--- src/rtl/task_12_serializer_sched.sv ---
// task_12_serializer_sched: round-robin scheduler sharing one serializer, with a tag stream aligned to its output words
module task_12_serializer_sched #(
  parameter int DATA_WIDTH = 32,
  parameter int N_OUT = 3,
  parameter int N_REQ = 4,
  parameter int ID_W = $clog2(N_REQ),
  localparam int IW = (N_OUT > 1) ? $clog2(N_OUT) : 1
) (
  input  logic                                       i_clk,
  input  logic                                       i_rst,
  input  logic                                       i_en,
  input  logic [N_REQ-1:0][N_OUT-1:0][DATA_WIDTH-1:0] i_req_data,
  input  logic [N_REQ-1:0]                           i_req_valid,
  output logic [N_REQ-1:0]                           o_req_ready,
  output logic [N_OUT-1:0][DATA_WIDTH-1:0]           o_ser_data,
  output logic                                       o_ser_valid,
  output logic                                       o_tag_valid,
  output logic [ID_W-1:0]                            o_tag_id,
  output logic [IW-1:0]                              o_tag_idx,
  output logic                                       o_tag_last,
  output logic                                       o_busy
);
  typedef enum logic [1:0] {IDLE, ISSUE, HOLD} state_t;
  state_t state, state_n;
  logic [IW-1:0] cnt;
  logic [ID_W-1:0] ptr, win, j, src, pend_id;
  logic found, gnt_ok, xfer, pend_v;
  logic [N_OUT-1:0][DATA_WIDTH-1:0] ser_q;
  // ptr holds the requester with top priority; scanning downward lets the nearest valid one win
  always_comb begin
    win = '0;
    j = '0;
    found = 1'b0;
    for (int i = N_REQ - 1; i >= 0; i--) begin
      j = ID_W'((int'(ptr) + i) % N_REQ);
      if (i_req_valid[j]) begin
        found = 1'b1;
        win = j;
      end
    end
  end
  always_ff @(posedge i_clk)
    state <= i_rst ? IDLE : state_n;
  always_comb
    state_n = xfer ? ISSUE :
              (state == ISSUE && N_OUT > 1) ? HOLD :
              (state == HOLD && cnt != IW'(1)) ? HOLD : IDLE;
  always_comb begin
    gnt_ok = i_en && (state == IDLE || (state == HOLD && cnt == IW'(1)) || (state == ISSUE && N_OUT == 1));
    o_req_ready = (gnt_ok && found) ? N_REQ'(1) << win : '0;
    xfer = |o_req_ready;
    o_ser_valid = state == ISSUE;
    o_busy = xfer || state != IDLE || pend_v || o_tag_valid;
  end
  // pend stage gives the two-cycle issue-to-first-word latency of the serializer
  always_ff @(posedge i_clk)
    if (i_rst) begin
      ser_q <= '0;
      src <= '0;
      ptr <= '0;
      cnt <= '0;
      pend_v <= 1'b0;
      pend_id <= '0;
      o_tag_valid <= 1'b0;
      o_tag_id <= '0;
      o_tag_idx <= '0;
    end else begin
      if (xfer) begin
        ser_q <= i_req_data[win];
        src <= win;
        ptr <= (win == ID_W'(N_REQ - 1)) ? '0 : win + 1'b1;
      end
      cnt <= (state == ISSUE) ? IW'(N_OUT - 1) : (state == HOLD) ? cnt - 1'b1 : '0;
      pend_v <= state == ISSUE;
      pend_id <= src;
      if (pend_v) begin
        o_tag_valid <= 1'b1;
        o_tag_id <= pend_id;
        o_tag_idx <= '0;
      end else if (o_tag_valid && !o_tag_last) begin
        o_tag_idx <= o_tag_idx + 1'b1;
      end else begin
        o_tag_valid <= 1'b0;
        o_tag_id <= '0;
        o_tag_idx <= '0;
      end
    end
  assign o_tag_last = o_tag_valid && o_tag_idx == IW'(N_OUT - 1);
  assign o_ser_data = ser_q;
endmodule

--- config.mk ---
export PLATFORM = sky130hd
export DESIGN_NAME = task_12_serializer_sched
export DESIGN_NICKNAME = d
export VERILOG_FILES = /design/src/rtl/task_12_serializer_sched.sv
export SDC_FILE = /design/constraint.sdc
export NUM_CORES = 1
export LEC_CHECK = 0
export ABC_CLOCK_PERIOD_IN_PS = 4100
export BUFFER_PORTS_ARGS = -buffer_cell sky130_fd_sc_hd__buf_2
export CORE_AREA = 2 2 196 198
export DETAILED_ROUTE_END_ITERATION = 10
export DIE_AREA = 0 0 198 200
export PLACE_DENSITY = 0.53
export RECOVER_POWER = 100
export SLEW_MARGIN = 0
export SYNTH_ARGS = -nofsm -noshare
export SYNTH_HDL_FRONTEND = slang
export SYNTH_SLANG_ARGS = --single-unit
--- constraint.sdc ---
create_clock -name i_clk -period 4.1 [get_ports i_clk]
set_clock_uncertainty 0.05 [all_clocks]
set_input_delay 1.025 -clock i_clk [delete_from_list [all_inputs] [get_ports i_clk]]
set_output_delay 1.025 -clock i_clk [all_outputs]
set_load 0.02 [all_outputs]
== Yosys cells after proc, flatten, opt, wreduce, memory -nomap -nowiden ==
Cells that the tools add are included.
Word-level totals
  latch bits: 0
  memories: 0
  output and inout bits: 108
  ROM bits: 0
  logic and storage cells: 81
  memory bits (writable): 0
  register bits after elaboration: 112
  input port bits: 391
Operators by class
  bitwise operators: 2
  $mul: 0
  $lt $le $gt $ge: 5
  mux-type cells: 29
  shift operators: 1
  equal/unequal tests: 7
  $add $sub $neg: 6
  reduce and logical (&&, ||, !) cells: 17
  div/mod/pow operators: 0
Operators by type and width (number)
  $bmux 96 s2: 1
  $mux 96: 1
  $mux 2: 11
  $lt 2x3->1 const B: 5
  $mux 1: 11
  $bmux 1 s2: 4
  $add 2x1->2 const B: 3
  $eq 2x2->1 const B: 3
  $logic_and 1x1->1: 6
  $reduce_or 3->1: 2
  $reduce_or 5->1: 1
  $add 2x2->2 const B: 2
  $eq 2x1->1 const B: 2
  $logic_or 1x1->1: 4
  $mux 4: 1
  $reduce_or 4->1: 1
  $shl 1x2->4 const A: 1
  $logic_not 2->1: 1
  $ne 2x1->1 const B: 1
  $ne 2x2->1 const B: 1
  $not 1->1: 2
  $reduce_bool 2->1: 1
  $sub 2x1->2 const B: 1
  $logic_not 1->1: 1

== Depth between registers and ports, before layout ==
Gate-level depths: netlist (run 1).
  depth in word-level cells: 13
  mapped depth: 13
  mapped depth without buffers: 8

== Worst setup path before layout (run 1) ==
No wires, ideal clock.
  path kind: input -> output
  from: input port i_req_valid[2]
  to: output port o_busy
  data required time: 3025 ps
  path slack: 18 ps
  stages on the path: 8
  data arrival time: 3007 ps
  buffers on the path: 2
  cell sequence: nor2b_1 > o32ai_2 > inv_2 > buf_2 > buf_1 > ha_1 > o31ai_4 > nand2_1
Between the ends
  longest elaborated chain between the ends: 12
  elaborated cells on any way between the ends: 23
  classes of those cells: 1 x shift; 17 x mux; 5 x reduce/logical
RTL lines
  start, declared: line 13  | input logic [N_REQ-1:0] i_req_valid,
  $bmux 1 s2: line 36  | if (i_req_valid[j]) begin
  $mux 1 (implied by the code): line 36
  $mux 2 or $mux 1 (tied branches) (4 in series): line 36
  $shl 1x2->4 or $logic_and 1x1->1 (tied branches): line 50  | o_req_ready = (gnt_ok && found) ? N_REQ'(1) << win : '0;
  $mux 4 *: line 50
  $reduce_or 4->1 *: line 51  | xfer = |o_req_ready;
  $logic_or 1x1->1 * (3 in series): line 53  | o_busy = xfer || state != IDLE || pend_v || o_tag_valid;
  end, declared: line 21  | output logic o_busy
Every way passes the cells marked *; elsewhere a longest branch is shown, timed or not. The select of a mux whose other input is x is not followed.

== Worst setup path in the final report (run 1) ==
Ends and elaborated chain as after synthesis.

==> impl_metrics.csv, run 1 <==
group,metric,value,unit
timing,slew_headroom,27.96,%
power,switching_share,35.31,%
final_layout,final_cell_mix,"buf_2, mux2i_1, dfxtp_1",
grt,met3_usage,3.747,%
worst_setup_path,start_kind,"primary input",
final_layout,final_common_cell,"buf_2",
cts,cts_sinks,112,
cts,cts-hold-fix-buffers,0,
power,seqPwrFrac,37.7,%
final_layout,diodes,0,
status,outcome,"finished clean",
cts,postCtsSetupBuffers,0,
grt,use_met2,19.76,%
timing,worstMarginPinSlew,1081,ps
cts,cts-root-buf,"clkbuf_16",
detailed_routing,route.detailed.drc,0,
die,die_area,39600,um^2
yosys,ys_seq_area_share,36.37,%
timing,worst_slack,266.1,ps
worst_setup_path,arrival,2760,ps
yosys,ys_types,31,
detailed_routing,routed_wl,23610,um
grt,grt_overflow,0,
grt,grt_busiest_layer,"met2",
place,place.port_buffers,498,
detailed_routing,wl_per_cell,14.74,um
cts,cts_tree,"done",
place,hpwl,19130,um
timing,max_freq,260.8,MHz
worst_setup_path,critPathKind,"primary input to primary output",
yosys,synth_warnings,0,
grt,antenna_found_initial,0,
detailed_routing,dr.pass1.iters,4,
grt,grt_pass1_vias,6316,
grt,gr-usage-all-layers,11.22,%
power,power_density,372.7,nW/um^2
die,initial_core_util,16.48,%
power,p_leak,4.871,nW
die,core,37400,um^2
cts,clk_latency,370,ps
detailed_routing,drt_iter0_drc,199,
cts,cts_resized,0,
die,die_w,198,um
worst_hold_path,hp-class,"flop to flop",
worst_setup_path,endpoint_kind,"primary output",
place,pre_cts_ws,306.9,ps
detailed_routing,num_vias,6571,
timing,rsz0062_at_grt,"false",
cts,numCtsBuffers,9,
die,row_count,71,
timing,fin_crit_sh,93.51,%
grt,grt_util_met1,12.31,%
worst_setup_path,required,3020,ps
grt,grt_max_degree,107,
power,power_frac_comb,37.2,%
cts,cts_buffer_depth,2,
detailed_routing,viasPerCell,4.102,
final_layout,nets,1480,
yosys,syn_area,6165,um^2
timing,hold_viol_final,0,
grt,grt_pass1_wl,33490,um
timing,fin_crit,3834,ps
yosys,netlist_instances,621,
timing,setup_viol,0,
yosys,syn_nets,1015,
yosys,synth.avg_cell_area,9.927,um^2
final_layout,drive_gt1_share,38.50,%
power,power_frac_clock,25.1,%
final_layout,synthToLayoutAreaGrowth,51.53,%
cts,htree_levels,3,
yosys,ys_ff_latch,112,
power,netSwitchingPower,1.229,mW
power,vdd_drop_max,0.0001902,V
timing,totalNegativeSetupSlack,0,ps
die,num_io_pins,499,
timing,slew_viol_final,0,
detailed_routing,ant_nets,0,
die,dieHeight,200,um
place,gp_congestion,0.8947,
worst_setup_path,crit_path_max_fanout,6,
cts,clkTransAtPathRegs,70,ps
final_layout,nFillCells,4118,
power,intPower,2.252,mW
flow_run,cap_violations,0,
==> critical path, cell delays in order <==
cell and delay, ps:
clkbuf_1 100, nor2b_1 150, or4b_1 500, o31a_1 140
inv_1 100, ha_1 250, o31ai_1 130, nand2_1 110
clkbuf_1 250
==> metal layers <==
layer  up-vias  part of all wire (%)
met4         0                   2.5
met1      2979                    40
met5         -                     0
li1       3282                     -
met3        24                   7.7
met2       286                    50
==> synthesized netlist by cell type <==
library cell	number	area share [%]
nor4b_4	1	0.39
nand3b_1	1	0.12
inv_1	8	0.49
a221oi_1	2	0.28
o32ai_2	1	0.26
nor4b_1	1	0.14
o22ai_1	96	9.7
a21oi_1	6	0.49
nand2_1	5	0.30
mux2i_1	193	31
o31ai_4	1	0.35
buf_4	4	0.49
ha_1	3	0.61
and2_1	2	0.20
o211ai_1	1	0.12
nor2_1	14	0.85
buf_2	14	1.1
dfxtp_1	112	36
inv_2	1	0.061
nor4_1	4	0.41
buf_1	13	0.79
o31a_1	1	0.14
and3_1	1	0.10
o21ai_0	3	0.24
clkbuf_1	24	1.5
nor2b_1	6	0.61
a21o_1	97	12
nand2b_1	3	0.30
or3b_2	1	0.14
nor3_1	1	0.081
or4b_1	1	0.16
==> area by class of cell <==
cell class,count,area (um^2),share of cell area (%)
flip-flops and latches,112,2242,24.00
multi-input cells,445,3643,39.00
well taps,511,639.4,6.844
repair buffers,509,2481,26.56
clock buffers,11,252.7,2.706
clock inverters,5,41.29,0.4420
inverters,9,41.29,0.4420
==> power by group through the flow <==
stage | Combinational (mW) | Clock, mW | Sequential, mW
2_1_floorplan | 0.686 | 0 | 1.50
3_3_place_gp | 1.34 | 0 | 1.33
3_5_place_dp | 1.35 | 0 | 1.33
4_1_cts | 1.36 | 0.939 | 1.31
5_1_grt | 1.40 | 0.984 | 1.33
6_report | 1.29 | 0.875 | 1.31
==> state kept, by name, indices dropped and copies added, names as in the netlist, 2 cells and up <==
register and count:
o_ser_data 96, cnt 2, o_tag_id 2, o_tag_idx 2
pend_id 2, ptr 2, src 2, state 2
==> logic make-up after synthesis <==
logic type,count (synthesis),synth area share [%]
AOI/OAI and AO/OA,208,23.44
muxes,193,31.34
DFF,112,36.37
buffers and inverters,64,4.425
and+or+nand+nor,41,3.816
adders and majority gates,3,0.6090
==> final timing paths <==
kind	depth (start not counted)	endpoint	slack, ps	from
setup reg to reg	9	o_ser_data[10]$_SDFFE_PP0P_	890	ptr[1]$_SDFFE_PP0P_
hold reg to reg	1	cnt[0]$_SDFF_PP0_	390	cnt[0]$_SDFF_PP0_
hold / removal	1	cnt[0]$_SDFF_PP0_	390	cnt[0]$_SDFF_PP0_
setup / recovery	9	o_busy	270	i_req_valid[2]
==> per-stage QoR <==
step,util (%),power (mW),instances,hold slack (ps),area (um^2)
6_report,24.98,3.481,1602,388.6,9341
5_1_grt,24.98,3.715,1602,404.7,9341
4_1_cts,25.45,3.605,1602,395.3,9519
3_5_place_dp,24.67,2.688,1586,380.3,9225
3_3_place_gp,24.67,2.673,1586,372.9,9225
2_1_floorplan,-,2.185,621,358.1,6165
(Power assumes the default switching activity.)
==> run 2, diff against run 1 <==
- CORE_AREA: 2 2 196 198 -> 2 2 191 193
- DIE_AREA: 0 0 198 200 -> 0 0 193 195
- PLACE_DENSITY: 0.53 -> 0.54
==> run 2 against run 1 <==
Worst hold slack worse by 2.2 ps. Combinational power hardly changed. Via count is 0.50% higher. Critical path type unchanged. Largest cell class unchanged.
==> impl_metrics.csv, run 2 (synthesized netlist as in run 1, its figures left out) <==
group,metric,value,unit
status,outcome,"finished clean",
detailed_routing,ant_nets,0,
cts,cts-root-buf,"clkbuf_16",
timing,fin_crit,3797,ps
detailed_routing,num_vias,6604,
detailed_routing,wl_per_cell,14.93,um
worst_setup_path,r2r_slack,1010,ps
detailed_routing,dr.pass1.iters,4,
timing,setup_viol,0,
place,dp.cells,1536,
worst_setup_path,arrival,2720,ps
timing,whs,386.4,ps
power,seqPwrFrac,36.5,%
grt,antenna_found_initial,0,
worst_hold_path,min-delay-start,"cnt[0]$_SDFF_PP0_",
worst_setup_path,critPathKind,"primary input to primary output",
cts,clkTransAtPathRegs,80,ps
worst_setup_path,crit_path_max_fanout,6,
timing,hold_viol_final,0,
timing,slew_headroom,22.80,%
cts,cts_tree,"done",
power,power_frac_clock,28.0,%
cts,cts-hold-fix-buffers,0,
worst_setup_path,critPathMaxStageDelay,410,ps
worst_setup_path,endpoint_kind,"primary output",
worst_setup_path,crit_path_end,"o_busy",
power,vdd_drop_max,0.0002102,V
power,power_frac_comb,35.5,%
place,hpwl,18580,um
detailed_routing,routed_wl,23170,um
grt,grt_pass1_wl,34310,um
timing,rsz0062_at_grt,"false",
worst_setup_path,crit_chain,"clkbuf_1, nand2b_1, a21oi_1, o32ai_2, inv_8, ha_1, o31ai_4, nand2_1, buf_2",
grt,gr-usage-all-layers,11.78,%
grt,grt_max_degree,109,
final_layout,final_core_util,26.35,%
cts,postCtsSetupBuffers,0,
worst_setup_path,crit_cells,9,
final_layout,largest_register_ffs,96,
place,gp_congestion,0.9265,
timing,max_freq,263.3,MHz
final_layout,drive_gt1_share,38.77,%
cts,htree_levels,3,
power,p_leak,4.899,nW
timing,slew_viol_final,0,
worst_setup_path,reg2reg_from,"ptr[1]$_SDFFE_PP0P_",
die,dieHeight,195,um
place,place.port_buffers,498,
worst_setup_path,slowest_stage,"o32ai_2",
die,initial_core_util,17.42,%
final_layout,final_cell_mix,"buf_2, mux2i_1, dfxtp_1",
detailed_routing,viasPerCell,4.255,
worst_hold_path,hp-class,"flop to flop",
worst_setup_path,reg2reg_to,"o_ser_data[62]$_SDFFE_PP0P_",
timing,fin_crit_sh,92.62,%
worst_setup_path,rr_worst_depth,8,
die,num_io_pins,499,
power,netSwitchingPower,1.237,mW
grt,grt_overflow,0,
cts,clk_latency,370,ps
timing,worstMarginPinSlew,1158,ps
final_layout,nFillCells,3929,
power,power_density,386.1,nW/um^2
detailed_routing,route.detailed.drc,0,
cts,cts_sinks,112,
timing,totalNegativeSetupSlack,0,ps
worst_setup_path,required,3020,ps
cts,cts_buffer_depth,2,
power,switching_share,34.36,%
worst_setup_path,cp_num_buf_inv,3,
die,row_count,69,
grt,grt_pass1_vias,6623,
cts,numCtsBuffers,9,
worst_setup_path,critical-path-top-delay-family,"compound AO/OA/AOI/OAI gates",
final_layout,instances_no_fill,1552,
final_layout,final_common_cell,"buf_2",
final_layout,diodes,0,
die,die_w,193,um
worst_setup_path,critPathLaunch,"i_req_valid[1]",
flow_run,cap_violations,0,
final_layout,synthToLayoutAreaGrowth,51.29,%
cts,cts_resized,0,
worst_setup_path,start_kind,"primary input",
detailed_routing,drt_iter0_drc,178,
die,die_area,37640,um^2
power,intPower,2.364,mW
die,core,35400,um^2
final_layout,nets,1480,
==> run 2: cell count changes in the layout (fill, tap and decap cells not counted), sizes merged <==
cell / delta
clkinv: -3
clkinvlp: -2
clkbuf: -3
inv: +4
bufinv: +2
buf: +2
==> run 2: layout make-up <==
cell class	instances	area (um^2)	share of cell area (%)
clock buffer	10	239.0	2.562
clock inverter	6	95.09	1.020
inverter	9	41.29	0.4427
sequential	112	2242	24.04
multi-input combinational	445	3657	39.21
timing repair buffer	509	2475	26.54
tap	461	576.8	6.185
==> run 2: how the worst min path moves through the flow <==
stage / cells after the start / slack, ps / to
floorplan: 1 / 360 / cnt[0]$_SDFF_PP0_
global placement: 1 / 370 / cnt[0]$_SDFF_PP0_
detailed placement: 2 / 380 / pend_id[0]$_SDFF_PP0_
CTS: 1 / 390 / cnt[0]$_SDFF_PP0_
global route: 1 / 420 / o_ser_data[82]$_SDFFE_PP0P_
finish: 1 / 390 / cnt[0]$_SDFF_PP0_
==> run 2: metrics by stage <==
step / worst slack [ps] / area [um^2] / power, mW
floorplan: 17.65 / 6165 / 2.185
global placement: 359.4 / 9150 / 2.648
detailed placement: 338.2 / 9150 / 2.667
CTS: 320.7 / 9484 / 3.722
global route: 140.1 / 9326 / 3.826
finish: 302.7 / 9326 / 3.601
==> run 2: power groups by stage <==
stage	sequential, mW	combinational [mW]	clock (mW)
4_1_cts	1.31	1.34	1.08
2_1_floorplan	1.50	0.686	0
3_3_place_gp	1.33	1.32	0
6_report	1.31	1.28	1.01
3_5_place_dp	1.33	1.33	0
5_1_grt	1.33	1.39	1.11
==> run 2: metal layers <==
layer | vias to the layer above | global-route usage [%] | wire, um
met2 | 292 | 20.87 | 11550
met3 | 36 | 3.199 | 1938
met1 | 2992 | 12.87 | 8974
met4 | 0 | 5.724 | 714
met5 | - | 0 | 0
li1 | 3284 | - | -
==> run 3, diff against run 2 <==
- CELL_PAD_IN_SITES_DETAIL_PLACEMENT: default -> 1
- CELL_PAD_IN_SITES_GLOBAL_PLACEMENT: default -> 2
- CORE_AREA: 2 2 191 193 -> 2 2 196 198
- DIE_AREA: 0 0 193 195 -> 0 0 198 200
- PLACE_DENSITY: 0.54 -> 0.79
==> run 3 against run 2 <==
First-iteration DRC count fell by 17%. Fmax fell by 1.2%. Wire length rose by 12%. Core utilization fell by 1.4 points. Die area rose by 5.2%. Sequential power barely moved. Worst hold slack got worse by 4.0 ps. Sequential cell count did not move. Critical endpoint is now o_req_ready[3]. Final area barely moved. Sequential share of layout area barely moved.
==> impl_metrics.csv, run 3 (synthesized netlist as in run 1, its figures left out) <==
group,metric,value,unit
status,outcome,"finished clean",
detailed_routing,wl_per_cell,16.20,um
detailed_routing,dr.pass1.iters,6,
power,seqPwrFrac,37.9,%
die,die_w,198,um
grt,grt_overflow,0,
cts,numCtsBuffers,9,
die,row_count,71,
cts,cts_resized,0,
worst_setup_path,slowest_stage,"or4b_1",
worst_setup_path,crit_path_max_fanout,5,
grt,grt_pass1_wl,37290,um
place,place.port_buffers,498,
final_layout,drive_gt1_share,38.55,%
die,core,37400,um^2
worst_setup_path,endpoint_kind,"primary output",
die,die_area,39600,um^2
cts,cts_buffer_depth,2,
worst_setup_path,cp_num_buf_inv,4,
grt,grt_max_degree,104,
timing,fin_crit_sh,93.79,%
cts,cts_sinks,112,
detailed_routing,routed_wl,25960,um
worst_setup_path,required,3020,ps
final_layout,final_common_cell,"buf_2",
place,hpwl,21320,um
power,power_frac_comb,37.6,%
worst_setup_path,arrival,2770,ps
detailed_routing,ant_nets,0,
timing,totalNegativeSetupSlack,0,ps
die,dieHeight,200,um
worst_setup_path,crit_chain,"clkbuf_1, nor2b_1, or4b_1, o31a_1, inv_1, ha_1, clkbuf_1, and2_1, buf_2",
flow_run,cap_violations,0,
detailed_routing,viasPerCell,4.171,
detailed_routing,num_vias,6686,
worst_hold_path,hp-class,"flop to flop",
final_layout,synthToLayoutAreaGrowth,51.39,%
detailed_routing,route.detailed.drc,0,
cts,clk_latency,370,ps
power,switching_share,36.08,%
timing,slew_headroom,27.49,%
cts,cts-hold-fix-buffers,0,
timing,worst_slack,254.7,ps
final_layout,diodes,0,
die,initial_core_util,16.48,%
final_layout,largest_register_ffs,96,
final_layout,nFillCells,4603,
timing,worstMarginPinSlew,1088,ps
power,vdd_drop_max,0.0002281,V
cts,postCtsSetupBuffers,0,
cts,htree_levels,3,
power,power_frac_clock,24.6,%
final_layout,nets,1481,
timing,rsz0062_at_grt,"false",
power,p_leak,4.866,nW
timing,slew_viol_final,0,
detailed_routing,drt_iter0_drc,148,
timing,hold_viol_final,0,
worst_setup_path,start_kind,"primary input",
place,pre_cts_ws,325.2,ps
grt,grt_pass1_vias,6817,
worst_setup_path,critPathKind,"primary input to primary output",
worst_setup_path,critPathMostFrequentCell,"clkbuf_1",
power,intPower,2.223,mW
power,power_density,372.7,nW/um^2
grt,gr-usage-all-layers,12.29,%
timing,max_freq,260.1,MHz
worst_setup_path,critical-path-top-delay-family,"simple AND/OR/NAND/NOR gates",
place,gp_congestion,0.8168,
power,netSwitchingPower,1.255,mW
cts,clkTransAtPathRegs,70,ps
cts,cts_tree,"done",
die,num_io_pins,499,
grt,antenna_found_initial,1,
worst_setup_path,critPathMaxStageDelay,500,ps
timing,setup_viol,0,
timing,fin_crit,3845,ps
final_layout,final_cell_mix,"buf_2, mux2i_1, dfxtp_1",
cts,cts-root-buf,"clkbuf_16",
==> run 3: cell count changes in the layout (fill, tap and decap cells not counted), sizes merged <==
cell | previous run | this run
clkinv | 0 | 3
bufinv | 2 | 0
clkbuf | 120 | 122
inv | 13 | 11
buf | 399 | 398
clkinvlp | 0 | 1
==> run 3: path summary, 6_finish.rpt <==
kind	startpoint	end	slack [ps]	cells after the start
max	i_req_valid[2]	o_req_ready[3]	250	9
max reg2reg	ptr[1]$_SDFFE_PP0P_	o_ser_data[83]$_SDFFE_PP0P_	900	9
min reg2reg	cnt[0]$_SDFF_PP0_	cnt[0]$_SDFF_PP0_	380	1
min	cnt[0]$_SDFF_PP0_	cnt[0]$_SDFF_PP0_	380	1
==> run 3: worst reg2reg max path, cell delays in order (launching register included) <==
cell and delay (ps):
dfxtp_1 430, a21oi_1 110, o32ai_2 420, inv_8 60, ha_1 230, clkbuf_1 150, o211ai_1 330, clkbuf_2 850
o22ai_1 260, a21o_1 210
==> run 3: routing by layer <==
metal	global-route usage (%)	part of all wire, %	vias to the layer above
met5	0	0.035	-
met4	4.567	2.5	2
met3	3.931	7.0	30
met2	22.24	52	273
met1	13.43	39	3103
li1	-	-	3278
==> run 3: cell type report <==
class	count	area [um^2]	share of cell area [%]
clock buffer	10	229.0	2.453
sequential	112	2242	24.02
clock inverter	6	43.79	0.4692
inverter	9	41.29	0.4424
tap	511	639.4	6.851
timing repair buffer	510	2480	26.57
multi-input combinational	445	3657	39.19
==> run 3: power groups by stage <==
stage / clock, mW / sequential (mW) / combinational (mW)
2_1_floorplan: 0 / 1.50 / 0.686
3_3_place_gp: 0 / 1.33 / 1.35
3_5_place_dp: 0 / 1.34 / 1.37
4_1_cts: 0.913 / 1.31 / 1.37
5_1_grt: 0.955 / 1.34 / 1.41
6_report: 0.855 / 1.32 / 1.31
==> run 3: stage by stage <==
| stage | instance area, um^2 | utilization (%) | power [mW] | std cells | hold WS [ps] |
|---|---|---|---|---|---|
| finish | 9333 | 24.95 | 3.478 | 1603 | 382.4 |
| global route | 9333 | 24.95 | 3.705 | 1603 | 411.2 |
| CTS | 9505 | 25.42 | 3.598 | 1603 | 389.8 |
| detailed placement | 9233 | 24.69 | 2.705 | 1587 | 378.5 |
| global placement | 9233 | 24.69 | 2.679 | 1587 | 371.2 |
| floorplan | 6165 | - | 2.185 | 621 | 358.1 |
